**config.mk**
```make
export PLATFORM = sky130hd
export DESIGN_NAME = glyph_blitter
export DESIGN_NICKNAME = d
export VERILOG_FILES = /design/src/rtl/glyph_pkg.sv /design/src/rtl/fb_addr_gen.sv /design/src/rtl/glyph_blitter.sv
export SDC_FILE = /design/constraint.sdc
export NUM_CORES = 1
export LEC_CHECK = 0
export BUFFER_PORTS_ARGS = -buffer_cell sky130_fd_sc_hd__buf_2
export CORE_MARGIN = 2
export CORE_UTILIZATION = 54
export CTS_CLUSTER_DIAMETER = 60
export DETAILED_ROUTE_END_ITERATION = 10
export MAX_ROUTING_LAYER = met4
export PLACE_DENSITY = 0.8
export SYNTH_ARGS = -nofsm -noshare
export SYNTH_HDL_FRONTEND = slang
export SYNTH_SLANG_ARGS = --single-unit
```
**constraint.sdc**
```tcl
create_clock -name clock -period 4.9 [get_ports clock]
set_clock_uncertainty 0.2 [all_clocks]
set_input_delay 0.245 -clock clock [delete_from_list [all_inputs] [get_ports clock]]
set_output_delay 0.245 -clock clock [all_outputs]
set_load 0.02 [all_outputs]
```
**src/rtl/glyph_pkg.sv**
```systemverilog
// Shared constants and FSM state type for the glyph blitter.
// Imported by the blitter top level and by its address generator.
package glyph_pkg;

    localparam int GLYPH_W          = 8;
    localparam int GLYPH_H          = 8;
    localparam int SCREEN_W_DEFAULT = 320;
    localparam int SCREEN_H_DEFAULT = 240;

    typedef enum logic [2:0] {
        IDLE    = 3'd0,
        POP     = 3'd1,
        LATCH   = 3'd2,
        FETCH   = 3'd3,
        ROMWAIT = 3'd4,
        DRAW    = 3'd5
    } state_t;

endpackage

```
**src/rtl/fb_addr_gen.sv**
```systemverilog
// Combinational pixel-to-framebuffer mapping: bounds test plus linear address.
// This is the only multiplier in the blitter.
module fb_addr_gen
    import glyph_pkg::*;
#(
    parameter int PX_WIDTH      = 10,
    parameter int PY_WIDTH      = 10,
    parameter int SCREEN_W      = SCREEN_W_DEFAULT,
    parameter int SCREEN_H      = SCREEN_H_DEFAULT,
    parameter int FB_ADDR_WIDTH = 17
) (
    input  logic [PX_WIDTH-1:0]      i_px,
    input  logic [PY_WIDTH-1:0]      i_py,
    output logic                     o_inBounds,
    output logic [FB_ADDR_WIDTH-1:0] o_fbAddr
);

    assign o_inBounds = (32'(i_px) < 32'(SCREEN_W)) && (32'(i_py) < 32'(SCREEN_H));
    assign o_fbAddr   = FB_ADDR_WIDTH'(32'(i_py) * 32'(SCREEN_W) + 32'(i_px));

endmodule

```
**src/rtl/glyph_blitter.sv**
```systemverilog
// Pops {char,x,y} entries from the character stack and draws each 8x8 glyph,
// fetching one font row at a time and emitting one framebuffer write per pixel.
module glyph_blitter
    import glyph_pkg::*;
#(
    parameter int CHAR_ID_WIDTH = 8,
    parameter int X_WIDTH       = 9,
    parameter int Y_WIDTH       = 9,
    parameter int SCREEN_W      = SCREEN_W_DEFAULT,
    parameter int SCREEN_H      = SCREEN_H_DEFAULT,
    parameter int FB_ADDR_WIDTH = 17,
    parameter int COLOR_WIDTH   = 12,
    parameter int TRANSPARENT   = 1
) (
    input  logic                     clock,
    input  logic                     reset,
    input  logic                     enable,
    input  logic                     empty,
    output logic                     pop,
    input  logic [CHAR_ID_WIDTH-1:0] char_id_in,
    input  logic [X_WIDTH-1:0]       x_in,
    input  logic [Y_WIDTH-1:0]       y_in,
    input  logic [COLOR_WIDTH-1:0]   fg_color,
    input  logic [COLOR_WIDTH-1:0]   bg_color,
    output logic [CHAR_ID_WIDTH+2:0] rom_addr,
    input  logic [7:0]               rom_data,
    output logic                     fb_we,
    output logic [FB_ADDR_WIDTH-1:0] fb_addr,
    output logic [COLOR_WIDTH-1:0]   fb_data,
    output logic                     busy
);

    localparam int PX_WIDTH = X_WIDTH + 1;
    localparam int PY_WIDTH = Y_WIDTH + 1;

    state_t                   r_state;
    state_t                   w_nextState;
    logic [CHAR_ID_WIDTH-1:0] r_char;
    logic [X_WIDTH-1:0]       r_x;
    logic [Y_WIDTH-1:0]       r_y;
    logic [2:0]               r_row;
    logic [2:0]               r_col;
    logic [7:0]               r_rowBits;
    logic [CHAR_ID_WIDTH+2:0] r_romAddr;
    logic                     r_fbWe;
    logic [FB_ADDR_WIDTH-1:0] r_fbAddr;
    logic [COLOR_WIDTH-1:0]   r_fbData;

    logic                     w_lastCol;
    logic                     w_lastRow;
    logic                     w_pixValid;
    logic [2:0]               w_pixCol;
    logic [7:0]               w_pixBits;
    logic                     w_pixOn;
    logic [PX_WIDTH-1:0]      w_px;
    logic [PY_WIDTH-1:0]      w_py;
    logic                     w_inBounds;
    logic [FB_ADDR_WIDTH-1:0] w_fbAddr;

    assign w_lastCol = (r_col == 3'd7);
    assign w_lastRow = (r_row == 3'd7);

    always_ff @(posedge clock) begin
        if (reset) begin
            r_state <= IDLE;
        end else begin
            r_state <= w_nextState;
        end
    end

    always_comb begin
        w_nextState = r_state;
        pop         = 1'b0;
        busy        = (r_state != IDLE);
        case (r_state)
            IDLE:    if (enable && !empty) w_nextState = POP;
            POP: begin
                pop         = 1'b1;
                w_nextState = LATCH;
            end
            LATCH:   w_nextState = FETCH;
            FETCH:   w_nextState = ROMWAIT;
            ROMWAIT: w_nextState = DRAW;
            DRAW:    if (w_lastCol) w_nextState = w_lastRow ? IDLE : FETCH;
            default: w_nextState = IDLE;
        endcase
    end

    // The ROM address is loaded one state ahead so it is stable throughout FETCH and ROMWAIT.
    always_ff @(posedge clock) begin
        if (reset) begin
            r_char    <= '0;
            r_x       <= '0;
            r_y       <= '0;
            r_row     <= 3'd0;
            r_col     <= 3'd0;
            r_rowBits <= 8'd0;
            r_romAddr <= '0;
        end else begin
            case (r_state)
                LATCH: begin
                    r_char    <= char_id_in;
                    r_x       <= x_in;
                    r_y       <= y_in;
                    r_row     <= 3'd0;
                    r_romAddr <= {char_id_in, 3'd0};
                end
                ROMWAIT: begin
                    r_rowBits <= rom_data;
                    r_col     <= 3'd0;
                end
                DRAW: begin
                    r_col <= r_col + 3'd1;
                    if (w_lastCol && !w_lastRow) begin
                        r_row     <= r_row + 3'd1;
                        r_romAddr <= {r_char, r_row + 3'd1};
                    end
                end
                default: ;
            endcase
        end
    end

    // Select the pixel that will be on the fb port next cycle, so DRAW col k shows pixel k.
    always_comb begin
        w_pixValid = 1'b0;
        w_pixCol   = r_col + 3'd1;
        w_pixBits  = r_rowBits;
        if (r_state == ROMWAIT) begin
            w_pixValid = 1'b1;
            w_pixCol   = 3'd0;
            w_pixBits  = rom_data;
        end else if ((r_state == DRAW) && !w_lastCol) begin
            w_pixValid = 1'b1;
        end
    end

    assign w_pixOn = w_pixBits[3'd7 - w_pixCol];
    assign w_px    = PX_WIDTH'(r_x) + PX_WIDTH'(w_pixCol);
    assign w_py    = PY_WIDTH'(r_y) + PY_WIDTH'(r_row);

    fb_addr_gen #(
        .PX_WIDTH      (PX_WIDTH),
        .PY_WIDTH      (PY_WIDTH),
        .SCREEN_W      (SCREEN_W),
        .SCREEN_H      (SCREEN_H),
        .FB_ADDR_WIDTH (FB_ADDR_WIDTH)
    ) u_addrGen (
        .i_px       (w_px),
        .i_py       (w_py),
        .o_inBounds (w_inBounds),
        .o_fbAddr   (w_fbAddr)
    );

    always_ff @(posedge clock) begin
        if (reset) begin
            r_fbWe   <= 1'b0;
            r_fbAddr <= '0;
            r_fbData <= '0;
        end else begin
            r_fbWe <= w_pixValid && w_inBounds && (w_pixOn || (TRANSPARENT == 0));
            if (w_pixValid) begin
                r_fbAddr <= w_fbAddr;
                r_fbData <= w_pixOn ? fg_color : bg_color;
            end
        end
    end

    assign rom_addr = r_romAddr;
    assign fb_we    = r_fbWe;
    assign fb_addr  = r_fbAddr;
    assign fb_data  = r_fbData;

endmodule

```
; ---- Yosys cells after proc, flatten, opt, wreduce, memory -nomap -nowiden
; Cells that the tools add are included.
[word_totals]
regBits = 84
input_bits = 62
output_inout_bits = 43
wordCells = 63
[op_classes]
addsub = 6
n_mul = 1
magnitude_cmp = 3
eq_ne = 10
mux = 17
n_reduce_logical = 15
[op_table]
columns = cell, n
row1 = $pmux 11 s2, 1
row2 = $add 9x3->10, 2
row3 = $pmux 3 s6, 1
row4 = $add 17x10->17, 1
row5 = $eq 3x3->1 const B, 4
row6 = $mux 12, 1
row7 = $mux 3, 4
row8 = $pmux 3 s2, 2
row9 = $mul 10x3->11 const B, 1
row10 = $mux 11, 1
row11 = $lt 10x8->1 const B, 1
row12 = $lt 10x9->1 const B, 1
row13 = $mux 8, 1
row14 = $add 3x1->3 const B, 2
row15 = $eq 3x2->1 const B, 2
row16 = $logic_and 1x1->1, 6
row17 = $ne 2x2->1 const B, 3
row18 = $lt 3x4->1 const B, 1
row19 = $mux 1, 4
row20 = $reduce_and 2->1, 2
row21 = $reduce_bool 2->1, 2
row22 = $bmux 1 s3, 1
row23 = $eq 3x1->1 const B, 1
row24 = $logic_not 1->1, 3
row25 = other kinds (4), 4

; ---- Logic depth before layout (Yosys ltp)
[depth]
ltp_word = 7
depth_mapped = 19
depth_no_buf = 17

; ---- By module
; Synthesis repeated with hierarchy kept, for this count alone.
[unflattened]
cells_unflattened = 555
hier_area_um2 = 4533.1
[by_module_without_submodules]
columns = module, instances, cells_per_inst, area_each_um2, seq_area_each_um2
row1 = glyph_blitter, 1, 474, 3837.4, 1621.6
row2 = fb_addr_gen, 1, 81, 695.7, 0.0

; ---- Worst setup path before layout
; Ideal clock, no wire load.
[synth_timing]
path_kind = reg-to-reg
startpoint = register r_row[1]
endpoint = register r_fbAddr[16], in the netlist fb_addr[16]
setup_ps = 92
arrival_time_ps = 3701
t_required_ps = 4608
path_slack_ps = 907
stages_incl_launch_ff = 15
n_path_buf = 0
synth_period_minus_slack_ps = 3993
cell_sequence = dfxtp_1 -> ha_1 -> a21o_1 -> a21oi_1 -> nor2_1 -> and3_1 -> xor2_1 -> ha_1 -> ha_1 -> o21ai_0 -> or4b_2 -> o2111ai_1 -> nand4_1 -> mux2i_1 -> nor4_1
[synth_via]
elab_chain_len = 3
[synth_rtl]
columns = element, line_no
row1 = "start, declared", glyph_blitter.sv:41  ; logic [2:0] r_row;
row2 = "start signal, assigned", glyph_blitter.sv:115  ; r_row <= r_row + 3'd1;
row3 = $add 9x3->10, glyph_blitter.sv:140  ; assign w_py = PY_WIDTH'(r_y) + PY_WIDTH'(r_row);
row4 = $mul 10x3->11, fb_addr_gen.sv:19  ; assign o_fbAddr = FB_ADDR_WIDTH'(32'(i_py) * 32'(SCREEN_W) + 32'(i_px));
row5 = $add 17x10->17, fb_addr_gen.sv:19
row6 = "end signal, assigned", glyph_blitter.sv:163  ; r_fbAddr <= w_fbAddr;
row7 = "end, declared", glyph_blitter.sv:46  ; logic [FB_ADDR_WIDTH-1:0] r_fbAddr;
; Every way passes these cells.
; A chain may end at the register's enable or synchronous reset.

; ---- Worst setup path in the final report
[layout_timing]
startpoint = register r_row[0]
endpoint = register r_fbAddr[16], in the netlist fb_addr[16]
; Same word-level chain as after synthesis.

==> results.md <==
* Max FO, Critical Path at 5
* Final WL at between 10 and 15 mm
* DP HPWL at 7.516 mm
* Sequential group share of total power at roughly 45%
* Initial antenna violation count at 0
* Area leader, netlist: dfxtp_1
* H-tree depth at 3
* GRT Total Usage at 25.57%
* Multi-input gate area at 2610 um^2
* Area of the die at 8904 um^2
* Core area at 7807 um^2
* Crit-path slowest cell: fa_1
* Die Y at 94.36 um
* Finish-stage setup viols at 0
* Final critical delay including setup and external delays at 4.315 ns
* DRC Markers at 0
* Synth area leaders: dfxtp_1 37%, nand2_1 9.3%, ha_1 8.2%
* Remaining antenna violation count at 0
* Number of port buffers at 104
* Worst-skew pair later-pin latency at around 0.35 ns
* Clk pwr share at 36.1%
* Largest net degree at the start of global routing at 82
* Worst EP required at 4.96 ns
* Starting DRT DRC Count at around 140
* Worst vdd ir at about 0.22 mV
* Crit. End Element: flip-flop
* CTS tree: yes
* Synth cell types at 54
* Gpl congestion at 0.9295
* Setup TNS at 0 ns
* Routed len/inst at 14.48 um
* First-pass GRT wire length at 17.73 mm
* Rel. slew slack at 31.96%
* Crit path launch type: flip-flop
* Area growth syn-to-layout at 24.86%
* Vias per cell at ~5.5
* IO Count at 105
* Design area at 5505 um^2
* N_diodes at 0
* Status: completed
* Row cnt at 32
* CP max stage delay at roughly 0.48 ns
* Final Net Count at 741
* Crit Path Class: flip-flop to flip-flop
* CP Cell Sequence: ha_1, fa_1, a21oi_1, nand2b_1, xnor2_1, ha_1, fa_1, a211oi_1, nor2_1, nor4_1, nand4_1, mux2i_1, nor4_1
* Cell Count, Final, Fillers Out at 753
* Leak at 2.502 nW
* Hold WC Path Type: input pin to flip-flop
* Synthesis warning total at 0
* Post-Synthesis Cells at 524
* Buf/Inv on CP at 0
* Final period util at 88.06%
* Sw frac at 28.48%
* # placed instances at ~700
* Fillers at roughly 620
* CTS Root Cell: clkbuf_8
* DR pass1 iterations at 5
* Mapped Area at 4409 um^2
* Worst-path clk slew at 0.08 ns
* Initial core utilization at 56.47%
* Internal cell power at between 1 and 1.5 mW
* Achievable frequency at roughly 0.23 GHz
* Most used flip-flop cell after synthesis: dfxtp_1
* Max_cap viols at 0
* CTS Buf Count at 9
* Longest Clk Path Bufs at 2
* Remaining global-route overflow at 0
* Vias at about 4200
* Dpl cell area at between 4000 and 5000 um^2
* Logic pwr share at 19.3%
* Pins Over Slew Limit at 0
* Post-synth ARST share at 0%
* Largest delay share family, worst path: adder cells
* Pwr dens at ~300 nW/um^2
* Post-synth EDFFs at 0
* RSZ-0062 raised after global routing: no
* Die X at 94.36 um
* Least-Margin Pin Slew at 1.021 ns
* Avg Cell Area, Syn at approximately 8.4 um^2
* Layout cells sized above 1 at 20.28%
* Sequential-to-total area share from yosys stat at 36.78%
* Register area at roughly 1600 um^2
* Post-synth net total at just over 600
* Yosys reg bits at 81
* Synth top area share at 36.78%
* Psw at 0.4648 mW
* Via count of the first global-routing pass at 4083
* Fin. Hold Viols at 0
* WP data arrival at 4.37 ns
* Clock sinks at just over 80
==> stage by stage <==
stage	power [mW]	worst slack (ns)	utilization, %	hold slack [ns]
after floorplan	0.9477	0.9071	-	0.1810
after global placement	1.023	0.8395	63.08	0.2382
after detailed placement	1.033	0.6205	63.08	0.2431
after CTS	1.634	0.5745	70.51	0.01289
after global routing	1.703	0.2038	70.51	0.02368
final	1.632	0.5850	70.51	0.02131
==> final cells by class <==
class	count	area share [%]
Clock inverter	7	2.114
Inverter	4	0.2727
Tap cell	102	2.318
Clock buffer	9	2.250
Multi-Input combinational cell	408	47.41
Timing Repair Buffer	142	16.18
Sequential cell	81	29.45
==> timing repair <==
item,CTS,global route
buffers inserted,0,0
resized for setup,0,0
hold buffers,34,0
endpoints found under the hold margin,42,0
==> Yosys cell counts (2+ instances only) <==
library cell and instances:
nand3b_1 2, nor3_1 2, buf_2 4, nand2b_1 6, mux4_1 2, mux2i_1 16, fa_1 4, ha_1 29
o21ai_0 5, or3_1 4, nor4b_1 2, a311oi_1 8, nand3_1 13, dlygate4sd1_1 2, clkbuf_1 18, nand4_1 6
a21o_1 7, inv_1 4, a211oi_1 23, xnor2_1 13, a21oi_1 56, xor2_1 11, and2_1 2, buf_4 5
and3_1 5, nor2_1 54, dfxtp_1 81, o21bai_1 2, o22a_1 2, nor4_1 3, nor2b_1 2, nand2_1 109
==> sequential cells by signal, summed over array words and instances (netlist names) <==
| register | cells |
|---|---|
| fb_addr | 17 |
| fb_data | 12 |
| fb_we | 1 |
| r_char | 8 |
| r_col | 3 |
| r_row | 2 |
| r_rowBits | 8 |
| r_state | 3 |
| r_x | 9 |
| r_y | 9 |
| rom_addr | 9 |
==> per-layer routing <==
metal | vias up | track usage [%] | part of all wire [%]
li1 | 2082 | - | -
met5 | - | - | 0
met4 | 0 | 7.971 | 1.6
met1 | 1966 | 28.16 | 42
met3 | 16 | 5.267 | 4.1
met2 | 104 | 46.31 | 52
==> worst paths after layout <==
check / from / to / slack [ns] / cells past startpoint
setup / recovery: r_row[0]$_SDFFE_PP0P_ / fb_addr[16]$_SDFFE_PP0N_ / 0.58 / 13
setup reg to reg: r_row[0]$_SDFFE_PP0P_ / fb_addr[16]$_SDFFE_PP0N_ / 0.58 / 13
hold reg to reg: r_rowBits[2]$_SDFF_PP0_ / r_rowBits[2]$_SDFF_PP0_ / 0.25 / 2
hold / removal: fg_color[7] / fb_data[7]$_SDFFE_PP0N_ / 0.02 / 3
==> cells in the final DEF, fill, tap and decap left out, types with 7 or more instances in the layout <==
cell type,netlist,routed
a211oi_1,23,23
a21o_1,7,7
a21oi_1,56,55
a311oi_1,8,8
buf_2,4,104
clkbuf_8,0,9
dfxtp_1,81,81
dlygate4sd3_1,0,34
ha_1,29,29
mux2i_1,16,16
nand2_1,109,109
nand3_1,13,13
nor2_1,54,54
xnor2_1,13,13
xor2_1,11,11
==> worst register-to-register path, delay by kind of cell (launching register included) <==
kind | cells | cell delay, ns
compound gates | 2 | 0.72
xor+xnor | 1 | 0.17
flops | 1 | 0.35
simple gates | 5 | 1.15
fa+ha+maj | 4 | 1.46
mux | 1 | 0.17
==> power by group through the flow <==
stage / clock network (mW) / registers (mW) / logic [mW]
2_1_floorplan: 0 / 0.754 / 0.194
4_1_cts: 0.594 / 0.727 / 0.314
3_3_place_gp: 0 / 0.739 / 0.284
6_report: 0.590 / 0.728 / 0.315
5_1_grt: 0.620 / 0.733 / 0.350
3_5_place_dp: 0 / 0.742 / 0.291
==> cells by family (layout without fill, tap and decap cells) <==
kind of cell	count (synthesis)	count (layout)	share of synthesized area, %
AO/OA/AOI/OAI	116	116	17.00
XOR/XNOR	25	25	5.278
adder cells (fa/ha/maj)	33	33	10.05
buffers and inverters	35	162	4.285
flip-flops	81	81	36.78
multiplexers	18	18	4.824
AND/OR/NAND/NOR	216	216	21.79
Note: power is estimated with default switching activity, not from simulation.
